### src/rtl/dac_capture_pkg.sv
// dac_capture_pkg: shared types and constants for the DAC bus capture block.
//   sample_t : one captured DAC write, {ch, data}
//   CH_A/CH_B: channel encodings carried on the dacab pin
`timescale 1ns/1ps
package dac_capture_pkg;

   localparam int unsigned DATA_W = 8;

   localparam logic CH_A = 1'b0;
   localparam logic CH_B = 1'b1;

   typedef struct packed {
      logic              ch;
      logic [DATA_W-1:0] data;
   } sample_t;

endpackage

### src/rtl/dac_capture_if.sv
// dac_capture_if: DAC parallel bus plus the sample readout stream.
//   dac_cs, dac_wr  : active-low chip select / write strobe (async to clk)
//   dacab, dac_data : channel select and data bus
//   out_valid/out_ready/out_data : FWFT sample stream out of the capture FIFO
// master = bus driver / stream consumer, slave = capture block.
`timescale 1ns/1ps
interface dac_capture_if;
   import dac_capture_pkg::*;

   logic              dac_cs;
   logic              dac_wr;
   logic              dacab;
   logic [DATA_W-1:0] dac_data;
   logic              out_valid;
   logic              out_ready;
   sample_t           out_data;

   modport master (
      output dac_cs, dac_wr, dacab, dac_data, out_ready,
      input  out_valid, out_data
   );

   modport slave (
      input  dac_cs, dac_wr, dacab, dac_data, out_ready,
      output out_valid, out_data
   );

endinterface

### src/rtl/dac_capture_fifo.sv
// dac_capture_fifo: synchronous first-word-fall-through sample FIFO.
//   clk, rst_n : clock, async active-low reset
//   clear      : synchronous flush (wins over push)
//   push/wdata : write request; dropped when full unless a pop happens the same cycle
//   pop        : consume head; ignored when empty
//   rdata      : head entry (zero when empty)
//   full/empty : occupancy flags derived from a separate count register
`timescale 1ns/1ps
module dac_capture_fifo
   import dac_capture_pkg::*;
#(
   parameter int unsigned DEPTH = 16
) (
   input  logic    clk,
   input  logic    rst_n,
   input  logic    clear,
   input  logic    push,
   input  sample_t wdata,
   input  logic    pop,
   output sample_t rdata,
   output logic    full,
   output logic    empty
);

   localparam int unsigned PTR_W = $clog2(DEPTH);
   localparam int unsigned CNT_W = $clog2(DEPTH + 1);

   sample_t            mem [DEPTH];
   logic [PTR_W-1:0]   wr_ptr, rd_ptr;
   logic [CNT_W-1:0]   count;
   logic               do_push, do_pop;

   assign full    = (count == CNT_W'(DEPTH));
   assign empty   = (count == '0);
   assign do_pop  = pop & ~empty;
   // A pop in the same cycle frees the slot, so a full FIFO still accepts.
   assign do_push = push & (~full | pop);
   assign rdata   = empty ? '0 : mem[rd_ptr];

   always_ff @(posedge clk) begin
      if (do_push && !clear) mem[wr_ptr] <= wdata;
   end

   always_ff @(posedge clk or negedge rst_n) begin
      if (!rst_n) begin
         wr_ptr <= '0;
         rd_ptr <= '0;
         count  <= '0;
      end else if (clear) begin
         wr_ptr <= '0;
         rd_ptr <= '0;
         count  <= '0;
      end else begin
         if (do_push) wr_ptr <= wr_ptr + PTR_W'(1);
         if (do_pop)  rd_ptr <= rd_ptr + PTR_W'(1);
         unique case ({do_push, do_pop})
            2'b10:   count <= count + CNT_W'(1);
            2'b01:   count <= count - CNT_W'(1);
            default: count <= count;
         endcase
      end
   end

endmodule

### src/rtl/dac_capture.sv
// dac_capture: receive side of the dual-channel 8-bit parallel DAC bus.
//   clk, rst_n   : clock, async active-low reset
//   bus          : dac_capture_if.slave (DAC pins in, FWFT sample stream out)
//   clear        : sync flush of FIFO, overflow, period and stats state
//   ch_a_val/ch_b_val : last captured value per channel
//   period_a/period_valid : clk cycles between channel-A upward MID_LEVEL crossings
//   overflow     : sticky, a sample was dropped on a full FIFO
//   min_a/max_a  : channel-A extremes when DAC_CAPTURE_STATS_EN is defined,
//                  otherwise tied to 8'h00 / 8'hFF
`timescale 1ns/1ps
module dac_capture
   import dac_capture_pkg::*;
#(
   parameter int unsigned FIFO_DEPTH  = 16,
   parameter int unsigned SYNC_STAGES = 2,
   parameter int unsigned PERIOD_W    = 24,
   parameter int unsigned MID_LEVEL   = 128
) (
   input  logic                clk,
   input  logic                rst_n,
   dac_capture_if.slave        bus,
   input  logic                clear,
   output logic [DATA_W-1:0]   ch_a_val,
   output logic [DATA_W-1:0]   ch_b_val,
   output logic [PERIOD_W-1:0] period_a,
   output logic                period_valid,
   output logic                overflow,
   output logic [DATA_W-1:0]   min_a,
   output logic [DATA_W-1:0]   max_a
);

   // Synchronized bus word layout: {cs, wr, ab, data}
   localparam int unsigned BUS_W = DATA_W + 3;
   localparam int unsigned CS_B  = DATA_W + 2;
   localparam int unsigned WR_B  = DATA_W + 1;
   localparam int unsigned AB_B  = DATA_W;
   // Strobes idle high so reset never looks like a write edge.
   localparam logic [BUS_W-1:0]  BUS_IDLE = {2'b11, 1'b0, {DATA_W{1'b0}}};
   localparam logic [DATA_W-1:0] MID      = DATA_W'(MID_LEVEL);

   logic [BUS_W-1:0]    sync_q [SYNC_STAGES];
   logic [BUS_W-1:0]    bus_s, bus_prev;
   logic                capture, push, full, empty;
   sample_t             sample;
   logic [PERIOD_W-1:0] cnt;
   logic                armed;
   logic [DATA_W-1:0]   prev_a;

   // All four inputs share one synchronizer chain so they stay cycle-aligned.
   always_ff @(posedge clk or negedge rst_n) begin
      if (!rst_n) begin
         for (int i = 0; i < SYNC_STAGES; i++) sync_q[i] <= BUS_IDLE;
         bus_prev <= BUS_IDLE;
      end else begin
         sync_q[0] <= {bus.dac_cs, bus.dac_wr, bus.dacab, bus.dac_data};
         for (int i = 1; i < SYNC_STAGES; i++) sync_q[i] <= sync_q[i-1];
         bus_prev <= bus_s;
      end
   end

   assign bus_s   = sync_q[SYNC_STAGES-1];
   // WR rising edge with CS low in the previous cycle; sample from that cycle.
   assign capture = bus_s[WR_B] & ~bus_prev[WR_B] & ~bus_prev[CS_B];
   assign sample  = '{ch: bus_prev[AB_B], data: bus_prev[DATA_W-1:0]};
   assign push    = capture & ~clear;

   dac_capture_fifo #(
      .DEPTH (FIFO_DEPTH)
   ) u_fifo (
      .clk   (clk),
      .rst_n (rst_n),
      .clear (clear),
      .push  (push),
      .wdata (sample),
      .pop   (bus.out_ready),
      .rdata (bus.out_data),
      .full  (full),
      .empty (empty)
   );

   assign bus.out_valid = ~empty;

   always_ff @(posedge clk or negedge rst_n) begin
      if (!rst_n) begin
         ch_a_val     <= '0;
         ch_b_val     <= '0;
         overflow     <= 1'b0;
         cnt          <= '0;
         armed        <= 1'b0;
         prev_a       <= '1;
         period_a     <= '0;
         period_valid <= 1'b0;
      end else begin
         period_valid <= 1'b0;
         if (clear) begin
            overflow <= 1'b0;
            cnt      <= '0;
            armed    <= 1'b0;
            prev_a   <= '1;
            period_a <= '0;
         end else begin
            // Full implies non-empty, so out_ready alone means a pop frees a slot.
            if (push && full && !bus.out_ready) overflow <= 1'b1;
            if (cnt != '1) cnt <= cnt + PERIOD_W'(1);
            if (push && sample.ch == CH_B) ch_b_val <= sample.data;
            if (push && sample.ch == CH_A) begin
               ch_a_val <= sample.data;
               prev_a   <= sample.data;
               if (prev_a < MID && sample.data >= MID) begin
                  cnt   <= PERIOD_W'(1);
                  armed <= 1'b1;
                  if (armed) begin
                     period_a     <= cnt;
                     period_valid <= 1'b1;
                  end
               end
            end
         end
      end
   end

`ifdef DAC_CAPTURE_STATS_EN
   always_ff @(posedge clk or negedge rst_n) begin
      if (!rst_n) begin
         min_a <= '1;
         max_a <= '0;
      end else if (clear) begin
         min_a <= '1;
         max_a <= '0;
      end else if (push && sample.ch == CH_A) begin
         if (sample.data < min_a) min_a <= sample.data;
         if (sample.data > max_a) max_a <= sample.data;
      end
   end
`else
   assign min_a = 8'h00;
   assign max_a = 8'hFF;
`endif

endmodule
### src/flat_wrapper.sv
// flat-port wrapper written by rule: the top's interface ports become plain ports
module dac_capture_flat import dac_capture_pkg::*;
#(
   parameter int unsigned FIFO_DEPTH  = 16,
   parameter int unsigned SYNC_STAGES = 2,
   parameter int unsigned PERIOD_W    = 24,
   parameter int unsigned MID_LEVEL   = 128
)
  (clk, rst_n, clear, ch_a_val, ch_b_val, period_a, period_valid, overflow, min_a, max_a, bus_dac_cs, bus_dac_wr, bus_dacab, bus_dac_data, bus_out_ready, bus_out_valid, bus_out_data);
  dac_capture_if bus_i ();
  input  logic clk;
  input  logic rst_n;
  input  logic clear;
  output logic [DATA_W-1:0] ch_a_val;
  output logic [DATA_W-1:0] ch_b_val;
  output logic [PERIOD_W-1:0] period_a;
  output logic period_valid;
  output logic overflow;
  output logic [DATA_W-1:0] min_a;
  output logic [DATA_W-1:0] max_a;
  input wire logic [$bits(bus_i.dac_cs)-1:0] bus_dac_cs;
  input wire logic [$bits(bus_i.dac_wr)-1:0] bus_dac_wr;
  input wire logic [$bits(bus_i.dacab)-1:0] bus_dacab;
  input wire logic [$bits(bus_i.dac_data)-1:0] bus_dac_data;
  input wire logic [$bits(bus_i.out_ready)-1:0] bus_out_ready;
  output wire logic [$bits(bus_i.out_valid)-1:0] bus_out_valid;
  output wire logic [$bits(bus_i.out_data)-1:0] bus_out_data;
  assign bus_i.dac_cs = bus_dac_cs;
  assign bus_i.dac_wr = bus_dac_wr;
  assign bus_i.dacab = bus_dacab;
  assign bus_i.dac_data = bus_dac_data;
  assign bus_i.out_ready = bus_out_ready;
  assign bus_out_valid = bus_i.out_valid;
  assign bus_out_data = bus_i.out_data;
  dac_capture #(.FIFO_DEPTH(FIFO_DEPTH), .SYNC_STAGES(SYNC_STAGES), .PERIOD_W(PERIOD_W), .MID_LEVEL(MID_LEVEL)) u_core (.clk(clk), .rst_n(rst_n), .bus(bus_i), .clear(clear), .ch_a_val(ch_a_val), .ch_b_val(ch_b_val), .period_a(period_a), .period_valid(period_valid), .overflow(overflow), .min_a(min_a), .max_a(max_a));
endmodule
### config.mk
export PLATFORM = sky130hd
export DESIGN_NAME = dac_capture_flat
export DESIGN_NICKNAME = d
export VERILOG_FILES = /design/src/rtl/dac_capture_pkg.sv /design/src/rtl/dac_capture_if.sv /design/src/rtl/dac_capture_fifo.sv /design/src/rtl/dac_capture.sv /design/src/flat_wrapper.sv
export SDC_FILE = /design/constraint.sdc
export NUM_CORES = 1
export LEC_CHECK = 0
export ABC_AREA = 1
export ABC_CLOCK_PERIOD_IN_PS = 2850
export CORE_MARGIN = 4
export CORE_UTILIZATION = 60
export CTS_BUF_LIST = sky130_fd_sc_hd__clkbuf_8
export DETAILED_ROUTE_END_ITERATION = 16
export GPL_TIMING_DRIVEN = 0
export PLACE_DENSITY = 0.88
export SYNTH_ARGS = -nofsm -noshare
export SYNTH_HDL_FRONTEND = slang
export SYNTH_SLANG_ARGS = --single-unit
export TNS_END_PERCENT = 20
### constraint.sdc
create_clock -name clk -period 2.85 [get_ports clk]
set_input_delay 0.4275 -clock clk [delete_from_list [all_inputs] [get_ports clk]]
set_output_delay 0.4275 -clock clk [all_outputs]
set_load 0.1 [all_outputs]
Word-level counts from Yosys, hierarchy flattened
Memories as Yosys holds them, arrays and structs flattened.
Index checks and enable logic that the tools add are counted.

cells by class
  $add $sub $neg = 5
  order comparisons = 2
  eq/ne operators = 4
  muxes and demuxes = 28
  bitwise gates (word level) = 12
  reductions and logical operators = 20

operator list
  cell                                                      count
  2-to-1 mux 24 bit                                         8
  adder 24 x 1 -> 24 bit, second input constant             1
  inequality test 24 bit, second input constant             1
  2-to-1 mux 4 bit                                          4
  2-to-1 mux 8 bit                                          2
  nonzero test 2 bit                                        6
  2-to-1 mux 1 bit                                          11
  one-hot mux 5 bit (2 select lines)                        1
  2-to-1 mux 9 bit                                          1
  adder 4 x 1 -> 4 bit, second input constant               2
  greater-or-equal comparator 8 bit, second input constant  1
  < comparator 8 bit, second input constant                 1
  logical AND 1 bit                                         6
  inverter 1 bit                                            6
  AND reduction 2 bit                                       3
  adder 5 x 1 -> 5 bit, second input constant               1
  bitwise AND 1 bit                                         5
  == test 5 bit, second input constant                      1
  zero test 5 bit                                           1
  2-to-1 mux 5 bit                                          1
  subtractor 5 x 1 -> 5 bit, second input constant          1
  AND reduction 3 bit                                       1
  nonzero test 3 bit                                        1
  == test 2 x 1 -> 1 bit, second input constant             1
  3 further kinds                                           4

word-level totals
  register bits after elaboration = 121
  memory bits (writable) = 144
  bits of input ports = 15
  output and inout port bits = 68
  word-level logic and storage cells = 86
  memories kept = 1

memories
  name               words  bits a word  rd ports  clocked after memory_dff  write ports  RTL line                source
  u_core.u_fifo.mem  16     9            1         0                         1            dac_capture_fifo.sv:28  sample_t mem [DEPTH];

Logic depth before layout (Yosys ltp)
Gate-level depths: netlist of run 1.

  word-level depth = 8
  gate-level depth with buffers = 15
  mapped depth without buffers = 15

Cells and area by module
From an unflattened synthesis of run 1, not the netlist that was laid out.

second synthesis, totals
  cell total of the unflattened synthesis = 984
  area total of the unflattened synthesis = 10736.5 um^2

by module, submodules not included
  module            times used  cells an instance  area an instance (um^2)  seq. area each (um^2)
  dac_capture_fifo  1           531                6568.8                   4649.5
  dac_capture       1           453                4167.7                   2536.2

Worst setup path before layout of run 1
OpenSTA, ideal clock, no wires.

  kind = reg-to-output
  start = register u_core.u_fifo.count[0]
  end = output bus_out_data[0]
  arrival = 2.810 ns
  data required time = 2.423 ns
  path slack = -0.387 ns
  cell stages (with the launch flop) = 5
  path buffers = 0
  cells stage by stage = dfrtp_1 > nor2_1 > nand3_2 > clkinv_1 > a21oi_1

on the way
  longest elaborated chain between the ends = 2

RTL lines
  item                      RTL line                source
  start: declaration        dac_capture_fifo.sv:30  logic [CNT_W-1:0] count;
  start signal: assignment  dac_capture_fifo.sv:57  2'b10: count <= count + CNT_W'(1);
  start signal: assignment  dac_capture_fifo.sv:58  2'b01: count <= count - CNT_W'(1);
  start signal: assignment  dac_capture_fifo.sv:59  default: count <= count;
  zero test 5 bit           dac_capture_fifo.sv:34  assign empty = (count == '0);
  2-to-1 mux 9 bit          dac_capture_fifo.sv:38  assign rdata = empty ? '0 : mem[rd_ptr];
  end: declaration          flat_wrapper.sv:27      output wire logic [$bits(bus_i.out_data)-1:0] bus_out_data;

Every way passes these cells.

Final worst setup path of run 1
  start = register u_core.u_fifo.rd_ptr[0]
  end = output bus_out_data[8]

on the way
  longest elaborated chain between the ends = 2

RTL lines
  item                      RTL line                source
  start: declaration        dac_capture_fifo.sv:29  logic [PTR_W-1:0] wr_ptr, rd_ptr;
  start signal: assignment  dac_capture_fifo.sv:55  if (do_pop) rd_ptr <= rd_ptr + PTR_W'(1);
  memory read (16 x 9 bit)  n/a
  2-to-1 mux 9 bit          dac_capture_fifo.sv:38

Every way passes these cells.

==> results.yml, run 1 <==
timing:
  hold_viol_final: 0
  min_period_over_period: 0.992
  relSlewSlack: 0.286
  setup_viol: 0
  rsz0062_at_grt: "true"
  upper_clock_frequency_limit_mhz: 354
  period_needed_ns: 2.83
  finalMaxSlewViolations: 0
  timing.setup.tns_ns: 0
  max_slew.worst_pin.slew_ns: 1.07
  timing.clock.skew_ns: 0.0245
clocking:
  post_cts.repair.setup_buffers: 0
  clock_latency_ns: 0.54
  cts-htree-levels: 2
  cts_root_buffer: "sky130_fd_sc_hd__clkbuf_8"
  post_cts_clock_slew_at_the_launch_and_capture_registers_of_the_worst_setup_and_hold_paths_ns: 0.07
  clk_path_buf_depth: 3
  cts_made_buffers: 39
  tritoncts: "done"
  cts_sinks: 258
cells_and_area:
  instances_no_fill: 1317
  design.final.nets: 1086
  area_growth_syn_to_layout_pct: 18.5
  stdcell_area_um2: 12700
  seq_area_um2: 7190
  fillCellCount: 1086
  layout-drive-gt1-share: 0.174
  n_antenna_cell: 0
  multi_input_area_um2: 3070
power:
  power.ir.vdd_worst_uv: 1270
  power_density_nw_per_um2: 815
  post-layout-total-power_mw: 10.4
  power.leakage_nw: 4.97
global_route:
  grt_pass1_wl_um: 42500
  largest_net_degree_at_the_start_of_global_routing: 61
  grt_antenna_before_repair: 0
  grt.overflow.total: 0
  overall_track_demand_over_capacity_in_global_routing: 0.272
  first_global_vias: 7925
setup_path:
  crit_path_frequent_cell: "sky130_fd_sc_hd__buf_6"
  timing.critical_path.arrival_ns: 2.40
  highest_fanout_seen_on_the_critical_path: 10
  worst_setup_path_start_kind: "register"
  critPathCaptureType: "primary output"
  critPathSlowestCell: "sky130_fd_sc_hd__dfrtp_2"
  critPathMaxStageDelay_ns: 0.44
  timing.critical_path.cells: "buf_6 -> buf_4 -> o21ai_0 -> o221ai_1 -> nand3_1 -> a21oi_1 -> buf_6"
  timing_worst_setup_path_type: "reg -> out"
  worst_ep_required_time_ns: 2.42
yosys:
  syn-mean-instance-area_um2: 11.4
  post_synth_fa_ha_maj_area_fraction: 0.00934
  synth_edf_count: 144
  synth-async-reset-ratio: 0.442
  synth_simple_gate_area_frac: 0.148
  yosysSeqAreaShare: 0.670
  yosys-mux-area-fraction: 0
  main_combinational_cell_family_by_area_after_synthesis: "simple AND/OR/NAND/NOR gates"
  ys.warnings.count: 0
  synth_top_flop_cell: "sky130_fd_sc_hd__edfxtp_1"
  synth_seq_cells: 258
  synth_xor_area_frac: 0.0106
  netlist_area_pre_place_um2: 10700
  synthesis.instances: 940
  complex_gate_fraction_of_the_synthesized_area: 0.108
  synth.distinct_cells: 42
place:
  dp.cells: 1246
  placement.io_buffers: 66
  globalplace.congestion: 0.936
  place_area_um2: 11700
  place_hpwl_um: 17000
job:
  maxCapViolations: 0
drt:
  detailedRoute.firstIterationViolations: 1074
  drt-vias-per-instance: 6.01
  drt-pass1-iter-count: 5
  wirelength_um: 26900
  route.antenna.remaining_nets: 0
  route.detailed.wl_per_inst_um: 20.5
  via_count: 7921
  drc: 0
floorplan:
  initial_core_util: 0.615
  pin_count: 83
  core_area_um2: 17400
  die_y_um: 142
  fp-row-count: 48
  die_area_um2: 20100
  chipWidth_um: 142
outcome:
  run_status: "completed"
worst_hold_path:
  timing.hold.worst.class: "in -> reg"
[cell usage in the layout, fill, tap and decap left out, drive strengths merged]
| cell type | count |
|---|---|
| o31ai | 1 |
| o21a | 1 |
| clkinvlp | 2 |
| bufinv | 3 |
| ha | 8 |
| dlygate4sd3 | 1 |
| nand4 | 8 |
| conb | 16 |
| clkdlybuf4s50 | 55 |
| a21oi | 28 |
| o22ai | 7 |
| nand2 | 109 |
| nor3 | 16 |
| a32o | 1 |
| dfstp | 7 |
| edfxtp | 144 |
| inv | 80 |
| buf | 48 |
| dlygate4sd2 | 1 |
| nor2 | 136 |
| xor2 | 12 |
| nand3b | 2 |
| o221ai | 30 |
| xnor2 | 1 |
| a211oi | 1 |
| a31oi | 1 |
| clkbuf | 60 |
| and3 | 1 |
| clkinv | 12 |
| o21ai | 126 |
| nand3 | 67 |
| dfrtp | 107 |
[cells by family (layout without fill, tap and decap cells)]
family	count (synthesis)	after routing
AND/OR/NAND/NOR	339	339
flip-flops	258	258
AO/OA/AOI/OAI	196	196
buffers and inverters	124	262
XOR/XNOR	13	13
adder cells (fa/ha/maj)	8	8
other	2	16
[per-layer routing]
metal,vias up,routed length [um],global-route usage
li1,3500,-,-
met4,0,772,0.0924
met2,507,13500,0.457
met3,71,2680,0.0627
met5,-,0,0
met1,3843,10000,0.354
[cell usage after synthesis (2+ instances only)]
cell type | number | area (um^2)
sky130_fd_sc_hd__a21oi_1 | 18 | 90.1
sky130_fd_sc_hd__xor2_1 | 12 | 105
sky130_fd_sc_hd__buf_6 | 6 | 67.6
sky130_fd_sc_hd__a21oi_2 | 10 | 87.6
sky130_fd_sc_hd__buf_2 | 4 | 20.0
sky130_fd_sc_hd__nor2_1 | 126 | 473
sky130_fd_sc_hd__nor2_2 | 4 | 25.0
sky130_fd_sc_hd__inv_1 | 52 | 195
sky130_fd_sc_hd__nor3_4 | 3 | 48.8
sky130_fd_sc_hd__inv_2 | 14 | 52.6
sky130_fd_sc_hd__o21ai_0 | 94 | 470
sky130_fd_sc_hd__buf_4 | 16 | 120
sky130_fd_sc_hd__conb_1 | 2 | 7.51
sky130_fd_sc_hd__o21ai_1 | 32 | 160
sky130_fd_sc_hd__nand2_1 | 100 | 375
sky130_fd_sc_hd__nand4_1 | 7 | 43.8
sky130_fd_sc_hd__nor2_4 | 6 | 67.6
sky130_fd_sc_hd__edfxtp_1 | 144 | 4320
sky130_fd_sc_hd__ha_1 | 8 | 100
sky130_fd_sc_hd__clkbuf_1 | 26 | 97.6
sky130_fd_sc_hd__nand2_2 | 9 | 56.3
sky130_fd_sc_hd__buf_1 | 3 | 11.3
sky130_fd_sc_hd__o221ai_1 | 30 | 263
sky130_fd_sc_hd__nand3_1 | 63 | 315
sky130_fd_sc_hd__dfrtp_1 | 107 | 2680
sky130_fd_sc_hd__nor3_2 | 5 | 50.1
sky130_fd_sc_hd__nand3_2 | 4 | 40.0
sky130_fd_sc_hd__dfstp_2 | 7 | 184
sky130_fd_sc_hd__clkinv_1 | 2 | 7.51
sky130_fd_sc_hd__nor3_1 | 8 | 40.0
sky130_fd_sc_hd__o22ai_1 | 7 | 43.8
[metrics by stage]
stage	util	setup WS, ns	hold slack, ns
finish	0.730	0.0231	0.314
global route	0.730	-0.0319	0.294
CTS	0.725	0.0130	0.290
detailed placement	0.674	-0.698	0.335
global placement	0.673	-2.85	0.333
floorplan	-	-0.387	0.132
[final cells by class]
type,count,share of cell area
Timing Repair Buffer,68,0.0579
Buffer,56,0.0318
Clock buffer,41,0.0444
Multi-Input combinational cell,572,0.242
Clock inverter,29,0.0159
Inverter,68,0.0207
Tap cell,225,0.0222
Sequential cell,258,0.566
[state kept, by name (all words and copies together), names as in the netlist, 4 cells and up]
| name | count |
|---|---|
| u_core.u_fifo.rd_ptr | 4 |
| u_core.bus_prev | 11 |
| u_core.ch_a_val | 8 |
| u_core.sync_q | 11 |
| u_core.u_fifo.mem | 144 |
| u_core.ch_b_val | 8 |
| u_core.u_fifo.wr_ptr | 4 |
| u_core.period_a | 24 |
| u_core.bus_s | 11 |
| u_core.cnt | 24 |
| u_core.u_fifo.count | 5 |
[worst max-delay path: cells and delay by family (launching register included)]
kind / cells / cell delay [ns]
and+or+nand+nor: 1 / 0.12
AOI/OAI and AO/OA: 3 / 0.66
buffers and inverters: 3 / 0.64
DFF: 1 / 0.44
[final timing paths]
kind,endpoint,start,slack (ns),cells past startpoint
setup / recovery,bus_out_data[8],u_core.u_fifo.rd_ptr[0],0.02,7
hold / removal,u_core.sync_q[20],bus_dac_wr,0.31,1
setup reg to reg,u_core.u_fifo.mem[7][7],u_core.bus_s[9],0.33,6
hold reg to reg,u_core.bus_s[6],u_core.sync_q[17],0.32,0
max in group asynchronous,u_core.prev_a[7],rst_n,1.61,3
min in group asynchronous,u_core.bus_prev[5],rst_n,0.48,2
[what timing repair did]
action,4_1_cts,5_1_grt
endpoints found under the setup margin,10,9
resized for setup,104,46
pin swaps,1,7
hold endpoints to repair,48,0
hold buffers,1,0
[where the power goes]
part / switching (mW) / leakage (nW) / internal, mW / total (mW)
clock network: 1.39 / 0.436 / 1.61 / 3.01
logic: 2.30 / 1.77 / 0.840 / 3.14
registers: 0.136 / 2.77 / 4.07 / 4.20
No activity file was read; power rests on OpenSTA's default activity.
==> run 2, diff against run 1 <==
--- a/config.mk
+++ b/config.mk
@@ -13,6 +13,7 @@
 export DETAILED_ROUTE_END_ITERATION = 16
 export GPL_TIMING_DRIVEN = 0
 export PLACE_DENSITY = 0.88
+export SKIP_LAST_GASP = 1
 export SYNTH_ARGS = -nofsm -noshare
 export SYNTH_HDL_FRONTEND = slang
 export SYNTH_SLANG_ARGS = --single-unit
==> run 2 against run 1 <==
Effect of this change: the flow now finishes with violations (setup timing); core utilization grew 0.18 points; clock power barely moved; largest power group unchanged; via count is 0.76% higher; non-clock buffer count grew 3.
==> results.yml, run 2 (synthesized netlist as in run 1, its figures left out) <==
outcome:
  run_status: "finished with violations"
  failed_checks: "setup timing"
timing:
  max_slew.worst_pin.slew_ns: 1.08
  rsz0062_at_grt: "true"
  worst_slack_ns: -0.0476
  hold_viol_final: 0
  setup_viol: 3
  finalMaxSlewViolations: 0
  upper_clock_frequency_limit_mhz: 345
  period_needed_ns: 2.90
  min_period_over_period: 1.02
  timing.clock.skew_ns: 0.0262
  timing.setup.tns_ns: -0.0992
  relSlewSlack: 0.279
global_route:
  grt_antenna_before_repair: 0
  grt_pass1_wl_um: 42500
  grt.overflow.total: 0
  first_global_vias: 7925
  largest_net_degree_at_the_start_of_global_routing: 61
  overall_track_demand_over_capacity_in_global_routing: 0.272
clocking:
  tritoncts: "done"
  post_cts_clock_slew_at_the_launch_and_capture_registers_of_the_worst_setup_and_hold_paths_ns: 0.06
  clk_path_buf_depth: 3
  clock_latency_ns: 0.54
  cts_root_buffer: "sky130_fd_sc_hd__clkbuf_8"
  cts_sinks: 258
  cts_made_buffers: 39
  cts-htree-levels: 2
cells_and_area:
  fillCellCount: 1084
  area_growth_syn_to_layout_pct: 18.8
  layout-drive-gt1-share: 0.178
  stdcell_area_um2: 12700
  design.final.nets: 1090
  largest_registers: "u_core.u_fifo.mem: 144 flops, u_core.cnt: 24 flops, u_core.period_a: 24 flops"
  largest_register_ff_count: 144
  layout.cells.most_common: "sky130_fd_sc_hd__edfxtp_1"
  fin_util: 0.731
  top_register: "u_core.u_fifo.mem"
  n_antenna_cell: 0
  mostFrequentLayoutCells: "sky130_fd_sc_hd__edfxtp_1 (144), sky130_fd_sc_hd__nor2_1 (126), sky130_fd_sc_hd__dfrtp_1 (106)"
  instances_no_fill: 1321
setup_path:
  timing.critical_path.arrival_ns: 2.47
  worst_ep_required_time_ns: 2.42
  highest_fanout_seen_on_the_critical_path: 10
  worst_setup_path_start_kind: "register"
  timing_worst_setup_path_type: "reg -> out"
  critPathCaptureType: "primary output"
place:
  placement.io_buffers: 66
  place_area_um2: 11700
  place_hpwl_um: 17000
  globalplace.congestion: 0.936
  dp.cells: 1246
drt:
  drt-pass1-iter-count: 5
  via_count: 7981
  wirelength_um: 27200
  drt-vias-per-instance: 6.04
  route.detailed.wl_per_inst_um: 20.6
  drc: 0
  route.antenna.remaining_nets: 0
  detailedRoute.firstIterationViolations: 1003
worst_hold_path:
  timing.hold.worst.class: "in -> reg"
floorplan:
  fp-row-count: 48
  pin_count: 83
  chipWidth_um: 142
  die_y_um: 142
  die_area_um2: 20100
  core_area_um2: 17400
  initial_core_util: 0.615
job:
  maxCapViolations: 0
power:
  power_density_nw_per_um2: 815
  power.leakage_nw: 4.99
  power.ir.vdd_worst_uv: 1280
  post-layout-total-power_mw: 10.4
## run 2: changes by cell type in the layout (fill, tap and decap cells not counted), sizes merged
| cell | delta |
|---|---|
| buf | +3 |
| clkinvlp | +1 |
## run 2: critical path, stage by stage (launching register included)
cell                      delay [ns]
sky130_fd_sc_hd__dfrtp_2        0.46
sky130_fd_sc_hd__buf_6          0.18
sky130_fd_sc_hd__buf_4          0.19
sky130_fd_sc_hd__nor2_1         0.09
sky130_fd_sc_hd__o22ai_2        0.18
sky130_fd_sc_hd__nor2_1         0.06
sky130_fd_sc_hd__nor2_1         0.10
sky130_fd_sc_hd__o21ai_0        0.17
sky130_fd_sc_hd__a21oi_2        0.23
sky130_fd_sc_hd__buf_6          0.26
## run 2: final timing paths
| check | startpoint | endpoint | slack (ns) | depth (start not counted) |
|---|---|---|---|---|
| max | u_core.u_fifo.rd_ptr[0] | bus_out_data[3] | -0.05 | 9 |
| min | bus_dac_wr | u_core.sync_q[20] | 0.31 | 1 |
| max reg2reg | u_core.bus_s[9] | u_core.u_fifo.mem[7][6] | 0.33 | 6 |
| min reg2reg | u_core.sync_q[17] | u_core.bus_s[6] | 0.32 | 0 |
| max in group asynchronous | rst_n | u_core.prev_a[7] | 1.61 | 3 |
| min in group asynchronous | rst_n | u_core.bus_prev[6] | 0.48 | 2 |
## run 2: cell type report
class                      instances  area [um^2]  share of cell area
timing repair inverter             1         7.51            0.000589
buffer                            56          393              0.0308
timing repair buffer              71          763              0.0599
clock inverter                    29          201              0.0158
multi-input combinational        572         3080               0.242
tap                              225          282              0.0221
sequential                       258         7190               0.564
inverter                          68          260              0.0204
clock buffer                      41          564              0.0443
## run 2: power breakdown
part | switching, mW | internal, mW
Combinational | 2.32 | 0.858
Sequential | 0.136 | 4.07
Clock | 1.39 | 1.61
Total | 3.85 | 6.54
## run 2: per-stage QoR
stage	hold slack [ns]	setup slack [ns]
final	0.315	-0.0476
after floorplan	0.132	-0.387
after detailed placement	0.335	-0.698
after CTS	0.290	-0.0253
after global placement	0.333	-2.85
after global routing	0.294	-0.103
## run 2: metal layers
layer,vias up,GRT usage,part of all wire
met4,0,0.0924,0.033
met1,3873,0.355,0.36
met2,517,0.456,0.50
li1,3509,-,-
met3,82,0.0617,0.11
met5,-,0,0
## run 2: timing repair
action | 4_1_cts | 5_1_grt
setup endpoints to repair | 10 | 9
gates resized for setup | 101 | 45
buffers inserted | 0 | 3
hold endpoints to repair | 48 | 0
hold buffers | 1 | 0
pin swaps | 1 | 9
gates cloned | 0 | 1
